## config.mk

```make
export PLATFORM = sky130hd
export DESIGN_NAME = grayscale
export DESIGN_NICKNAME = d
export VERILOG_FILES = /design/src/rtl/grayscale.sv
export SDC_FILE = /design/constraint.sdc
export NUM_CORES = 1
export LEC_CHECK = 0
export CORE_ASPECT_RATIO = 0.8
export CORE_MARGIN = 2
export CORE_UTILIZATION = 45
export CTS_CLUSTER_SIZE = 20
export DETAILED_ROUTE_END_ITERATION = 12
export PLACE_DENSITY = 0.65
export SKIP_CTS_REPAIR_TIMING = 1
export SYNTH_ARGS = -nofsm -noshare
export SYNTH_HDL_FRONTEND = slang
export SYNTH_SLANG_ARGS = --single-unit
```

## constraint.sdc

```tcl
create_clock -name clock -period 3.9 [get_ports clock]
set_input_delay 0.78 -clock clock [delete_from_list [all_inputs] [get_ports clock]]
set_output_delay 0.78 -clock clock [all_outputs]
set_load 0.01 [all_outputs]
```

## src/rtl/grayscale.sv

```systemverilog
// RGB-to-gray converter: two-stage pipeline between FWFT FIFOs.
// Define GRAYSCALE_WEIGHTED_EN for (77R+150G+29B)>>8 instead of (R+G+B)/3.
module grayscale #(
    parameter int WIDTH  = 720,
    parameter int HEIGHT = 540
) (
    input  logic        clock,
    input  logic        reset,
    output logic        in_rd_en,
    input  logic        in_empty,
    input  logic [23:0] in_dout,
    output logic        out_wr_en,
    input  logic        out_full,
    output logic [7:0]  out_din,
    output logic        frame_done
);

    localparam logic [19:0] LAST = 20'(WIDTH * HEIGHT - 1);

`ifdef GRAYSCALE_WEIGHTED_EN
    localparam int SW = 16;
`else
    localparam int SW = 10;
`endif

    typedef enum logic [1:0] {
        IDLE,
        RUN,
        DRAIN
    } state_t;

    state_t        state;
    state_t        next_state;
    logic          valid1;
    logic          valid2;
    logic          pipe_en;
    logic [SW-1:0] sum1;
    logic [SW-1:0] sum_in;
    logic [7:0]    gray1;
    logic [19:0]   rd_cnt;
    logic [19:0]   wr_cnt;
    logic [7:0]    r;
    logic [7:0]    g;
    logic [7:0]    b;

    assign r = in_dout[23:16];
    assign g = in_dout[15:8];
    assign b = in_dout[7:0];

    // A full output stage facing a full FIFO freezes the whole pipe.
    assign pipe_en   = !(valid2 && out_full);
    assign in_rd_en  = (state == RUN) && !in_empty && pipe_en;
    assign out_wr_en = valid2 && !out_full;
    assign frame_done = out_wr_en && (wr_cnt == LAST);

`ifdef GRAYSCALE_WEIGHTED_EN
    assign sum_in = 16'(16'd77 * {8'd0, r})
                  + 16'(16'd150 * {8'd0, g})
                  + 16'(16'd29 * {8'd0, b});
    assign gray1  = sum1[15:8];
`else
    assign sum_in = {2'b00, r} + {2'b00, g} + {2'b00, b};
    assign gray1  = 8'(sum1 / 10'd3);
`endif

    // State register.
    always_ff @(posedge clock or posedge reset) begin
        if (reset) state <= IDLE;
        else       state <= next_state;
    end

    // Next state: a frame ends on its last read, then the pipe drains.
    always_comb begin
        next_state = state;
        unique case (state)
            IDLE:    if (!in_empty) next_state = RUN;
            RUN:     if (in_rd_en && rd_cnt == LAST) next_state = DRAIN;
            DRAIN:   if (!valid1 && !valid2) next_state = IDLE;
            default: next_state = IDLE;
        endcase
    end

    // Stage 1: capture the partial sum of each popped pixel.
    always_ff @(posedge clock or posedge reset) begin
        if (reset) begin
            valid1 <= 1'b0;
            sum1   <= '0;
        end else if (pipe_en) begin
            valid1 <= in_rd_en;
            if (in_rd_en) sum1 <= sum_in;
        end
    end

    // Stage 2: finish the gray value and hold it while the output stalls.
    always_ff @(posedge clock or posedge reset) begin
        if (reset) begin
            valid2  <= 1'b0;
            out_din <= 8'd0;
        end else if (pipe_en) begin
            valid2  <= valid1;
            out_din <= gray1;
        end
    end

    // Read counter: pixels accepted in the current frame.
    always_ff @(posedge clock or posedge reset) begin
        if (reset)              rd_cnt <= '0;
        else if (state != RUN)  rd_cnt <= '0;
        else if (in_rd_en)      rd_cnt <= rd_cnt + 20'd1;
    end

    // Write counter: wraps on the write that completes a frame.
    always_ff @(posedge clock or posedge reset) begin
        if (reset)              wr_cnt <= '0;
        else if (frame_done)    wr_cnt <= '0;
        else if (out_wr_en)     wr_cnt <= wr_cnt + 20'd1;
    end

endmodule

```

==> results_tabular.tex <==
\begin{tabular}{lr}
\hline
Metric & Value \\
\hline
\multicolumn{2}{l}{\textbf{Outcome}} \\
\quad Outcome & finished, final reports clean \\
\multicolumn{2}{l}{\textbf{Timing}} \\
\quad Unrepaired setup endpoints after global routing & false \\
\quad Share of the clock period used by the worst path & 87.99\% \\
\quad Final Hold Slack & 0.4608 ns \\
\quad Highest attainable clock frequency & roughly 300 MHz \\
\quad Final setup fails & 0 \\
\quad Max Clock Skew & about 0.011 ns \\
\quad Transition time at the pin with the least slew margin & 0.6123 ns \\
\quad Setup total negative slack & 0 ns \\
\quad Crit path time final & about 3.4 ns \\
\quad Final hold viol count & 0 \\
\quad Max-slew violation total from the final report & 0 \\
\quad Worst-case headroom to the max-slew limit & approximately 60\% \\
\multicolumn{2}{l}{\textbf{Global routing}} \\
\quad Overflow left after global routing & 0 \\
\quad Vias in the first global route & about 2800 \\
\quad Number of antenna violations at the first check in global routing & 0 \\
\quad Global router's overall resource usage & around 17\% \\
\quad First-pass GRT wire length & approximately 13000 um \\
\quad Pin count of the biggest net entering global routing & 52 \\
\multicolumn{2}{l}{\textbf{Power and ir drop}} \\
\quad Comb pwr share & $\sim$38\% \\
\quad Power Density & around 540 nW/um\^{}2 \\
\quad VDD IR-drop max & between 0.00015 and 0.0002 V \\
\quad Power Internal & 1.517 mW \\
\quad Part of the power in the clock network & 22.0\% \\
\quad Net Sw Frac & 37.08\% \\
\quad Static leakage power & roughly 2.0 nW \\
\quad Net switching power & between 0.8 and 0.9 mW \\
\quad Overall Power & $\sim$2.4 mW \\
\quad Sequential Power Share & between 40\% and 50\% \\
\multicolumn{2}{l}{\textbf{Floorplan}} \\
\quad Die Height & approximately 87 um \\
\quad Die Footprint & approximately 9300 um\^{}2 \\
\quad Core ar. & approximately 8400 um\^{}2 \\
\quad Standard-cell row count & 30 \\
\quad Starting Density & a little under half \\
\quad Number of I/O pins & 39 \\
\quad Horizontal die dimension & about 110 um \\
\multicolumn{2}{l}{\textbf{Flow run}} \\
\quad Max-capacitance violation count & 0 \\
\multicolumn{2}{l}{\textbf{Synthesis}} \\
\quad Count of flip-flops with a built-in enable after synthesis & 0 \\
\quad Warnings, synthesis & 0 \\
\quad Number of cells produced by synthesis & 424 \\
\quad Cell area after technology mapping & roughly 3900 um\^{}2 \\
\quad Seq/Total Area, Yosys & approximately 40\% \\
\quad Predominant post-synthesis flop cell & sky130\_fd\_sc\_hd\_\_dfrtp\_1 \\
\quad Async set or reset register ratio after synthesis & 100.0\% \\
\quad Synthesized Nets & $\sim$470 \\
\quad Number of library cell types mapped by synthesis & 60 \\
\quad Synthesis-stage register bit count & 62 \\
\quad Average cell area after synthesis & roughly 9.1 um\^{}2 \\
\multicolumn{2}{l}{\textbf{Clock network}} \\
\quad Root Driver & sky130\_fd\_sc\_hd\_\_clkbuf\_8 \\
\quad Clock latency on the worst-skew pair & 0.33 ns \\
\quad Number of clock sinks & 62 \\
\quad Num CTS Buffers & 9 \\
\quad Clock slew at reported path FFs & 0.06 ns \\
\quad H-tree depth & 3 \\
\quad Clock Tree Buf Depth & 2 \\
\quad TritonCTS clock tree & yes \\
\multicolumn{2}{l}{\textbf{Drt}} \\
\quad Antenna-violating nets left & 0 \\
\quad Routed wire length & around 7300 um \\
\quad Total length of routed met2 wires & roughly 3200 um \\
\quad Detailed-route wire length on metal 1 & 3700 um \\
\quad Drt first pass iters & 4 \\
\quad Via count of the routed design & 2969 \\
\quad DRT iter0 DRCs & around 160 \\
\quad Via density per instance & 5.146 \\
\quad Wire per inst & approximately 13 um \\
\quad Top sig layer & met4 \\
\quad DR DRC count & 0 \\
\quad Met3 routed WL & roughly 320 um \\
\multicolumn{2}{l}{\textbf{Setup path}} \\
\quad Type of origin of the critical path & input port \\
\quad Crit-path slowest cell & sky130\_fd\_sc\_hd\_\_clkdlybuf4s50\_1 \\
\quad CP peak stage delay & $\sim$0.53 ns \\
\quad Worst Setup Path Type & in -> out \\
\quad Critical path endpoint category & primary output \\
\quad Required arrival time at the worst endpoint & 3.12 ns \\
\quad Arrival time at the worst endpoint & between 2 and 3 ns \\
\quad Critical-path cell list & clkdlybuf4s50\_1 -> nand2b\_1 -> inv\_2 -> and4\_1 -> and4\_1 -> clkdlybuf4s50\_1 \\
\quad Biggest fanout along the worst timing path & 9 \\
\multicolumn{2}{l}{\textbf{Cells and area}} \\
\quad Share of post-route cells with drive strength above 1 & around 7.3\% \\
\quad Synth-to-Final Area Change & 16.32\% \\
\quad Non-filler cells in the finished layout & between 500 and 600 \\
\quad \# nets final & $\sim$510 \\
\quad Number of antenna cells inserted & 0 \\
\quad Fillers & 798 \\
\multicolumn{2}{l}{\textbf{Worst hold path}} \\
\quad Worst min-delay path class & reg -> reg \\
\multicolumn{2}{l}{\textbf{Placement}} \\
\quad Total placed cells including tap cells & 561 \\
\quad Final weighted congestion of routability-driven global placement & around 0.8 \\
\quad Number of port buffers & 38 \\
\quad Detailed placement HPWL & between 5000 and 6000 um \\
\hline
\end{tabular}
-- metal layers --
metal	up-vias	global-route usage, %
met2	57	25.73
li1	1537	-
met3	4	4.562
met4	0	5.944
met1	1371	24.23
met5	-	0
-- placed cells by master, fill, tap and decap left out, types with 4 or more instances in the layout --
cell	instances
sky130_fd_sc_hd__and3_1	6
sky130_fd_sc_hd__nand2_1	41
sky130_fd_sc_hd__nand3b_1	4
sky130_fd_sc_hd__or3_1	7
sky130_fd_sc_hd__clkbuf_8	9
sky130_fd_sc_hd__nor2_1	54
sky130_fd_sc_hd__o21ai_0	25
sky130_fd_sc_hd__nand3_1	18
sky130_fd_sc_hd__inv_1	21
sky130_fd_sc_hd__clkdlybuf4s50_1	38
sky130_fd_sc_hd__xor2_1	23
sky130_fd_sc_hd__fa_1	9
sky130_fd_sc_hd__buf_4	4
sky130_fd_sc_hd__nand4_1	10
sky130_fd_sc_hd__nand2b_1	9
sky130_fd_sc_hd__xnor2_1	19
sky130_fd_sc_hd__a21oi_1	21
sky130_fd_sc_hd__dfrtp_1	62
sky130_fd_sc_hd__ha_1	10
sky130_fd_sc_hd__o21bai_1	4
sky130_fd_sc_hd__nor3_1	4
-- logic make-up (layout without fill, tap and decap cells) --
logic type	Yosys count	after routing	synth area share [%]
simple gates	175	175	23.19
compound gates	82	82	13.47
flops	62	62	40.16
xor+xnor	42	42	9.521
buf+inv	41	82	4.987
fa+ha+maj	20	20	8.161
mux	2	2	0.5182
-- power groups by stage --
| stage | Sequential, mW | Combinational [mW] | Clock, mW |
|---|---|---|---|
| 2_1_floorplan | 0.883 | 0.774 | 0 |
| 4_1_cts | 0.962 | 0.927 | 0.550 |
| 5_1_grt | 0.995 | 1.05 | 0.571 |
| 3_5_place_dp | 0.974 | 0.921 | 0 |
| 3_3_place_gp | 0.969 | 0.896 | 0 |
| 6_report | 0.965 | 0.917 | 0.530 |
-- metrics by stage --
step | instance area, um^2 | worst slack [ns] | util (%)
finish | 4494 | 0.4686 | 53.45
CTS | 4494 | 0.4408 | 53.45
global placement | 4312 | 0.5018 | 51.28
floorplan | 3864 | 1.069 | -
global route | 4494 | 0.3535 | 53.45
detailed placement | 4312 | 0.4522 | 51.28
-- cell usage after synthesis (2+ instances only) --
cell type / n / area [um^2]
sky130_fd_sc_hd__nor3_1: 4 / 20.02
sky130_fd_sc_hd__a221oi_1: 3 / 26.28
sky130_fd_sc_hd__clkbuf_1: 7 / 26.28
sky130_fd_sc_hd__o21ai_0: 25 / 125.1
sky130_fd_sc_hd__xnor2_1: 19 / 166.4
sky130_fd_sc_hd__a41oi_1: 2 / 17.52
sky130_fd_sc_hd__a211oi_1: 2 / 15.01
sky130_fd_sc_hd__o22ai_1: 3 / 18.77
sky130_fd_sc_hd__a31oi_1: 2 / 12.51
sky130_fd_sc_hd__and3_1: 6 / 37.54
sky130_fd_sc_hd__inv_2: 2 / 7.510
sky130_fd_sc_hd__buf_2: 4 / 20.02
sky130_fd_sc_hd__mux2i_1: 2 / 20.02
sky130_fd_sc_hd__or3_1: 7 / 43.79
sky130_fd_sc_hd__nand2_1: 41 / 153.9
sky130_fd_sc_hd__nand3_1: 18 / 90.09
sky130_fd_sc_hd__nor2_1: 54 / 202.7
sky130_fd_sc_hd__xor2_1: 23 / 201.4
sky130_fd_sc_hd__inv_1: 22 / 82.58
sky130_fd_sc_hd__dfrtp_1: 62 / 1551
sky130_fd_sc_hd__nand3b_1: 4 / 30.03
sky130_fd_sc_hd__a32oi_1: 2 / 17.52
sky130_fd_sc_hd__fa_1: 9 / 180.2
sky130_fd_sc_hd__nand3b_2: 2 / 22.52
sky130_fd_sc_hd__nand4bb_1: 2 / 22.52
sky130_fd_sc_hd__or2_2: 2 / 12.51
sky130_fd_sc_hd__nor2b_1: 2 / 12.51
sky130_fd_sc_hd__a21oi_1: 21 / 105.1
sky130_fd_sc_hd__buf_4: 3 / 22.52
sky130_fd_sc_hd__buf_6: 3 / 33.78
sky130_fd_sc_hd__nand4_1: 10 / 62.56
sky130_fd_sc_hd__and4_1: 2 / 17.52
sky130_fd_sc_hd__ha_1: 10 / 125.1
sky130_fd_sc_hd__nand2b_1: 9 / 56.30
sky130_fd_sc_hd__o211ai_2: 2 / 25.02
sky130_fd_sc_hd__o21ai_1: 2 / 10.01
sky130_fd_sc_hd__a21o_1: 3 / 22.52
sky130_fd_sc_hd__o211ai_1: 3 / 22.52
sky130_fd_sc_hd__o21bai_1: 4 / 30.03
-- worst max-delay path: cells and delay by family --
kind / cells / cell delay (ns)
buffers and inverters: 3 / 1.14
AND/OR/NAND/NOR: 3 / 0.73
-- state kept, by name, indices dropped and copies added (netlist names) --
register  cells
rd_cnt       20
wr_cnt       20
sum1         10
out_din       8
state         2
valid1        1
valid2        1
-- worst paths after layout --
kind	cells after the start	start	to	slack, ns
worst max-delay path	6	out_full	frame_done	0.47
worst min-delay path	1	state[1]$_DFFE_PP0P_	state[0]$_DFFE_PP0P_	0.46
worst max register to register	10	sum1[5]$_DFFE_PP0P_	out_din[0]$_DFFE_PP0N_	0.98
worst min register to register	1	state[1]$_DFFE_PP0P_	state[0]$_DFFE_PP0P_	0.46
max in group asynchronous	3	reset	out_din[3]$_DFFE_PP0N_	2.33
min in group asynchronous	2	reset	rd_cnt[13]$_DFFE_PP0P_	0.69
-- area by class of cell --
class | instances | area [um^2] | share of cell area (%)
clock buffer | 12 | 135.1 | 3.007
clock inverter | 4 | 47.55 | 1.058
inverter | 24 | 90.09 | 2.004
multi-input combinational | 321 | 2120 | 47.16
sequential | 62 | 1551 | 34.52
tap | 112 | 140.1 | 3.118
timing repair buffer | 42 | 410.4 | 9.131
(Power assumes the default switching activity.)
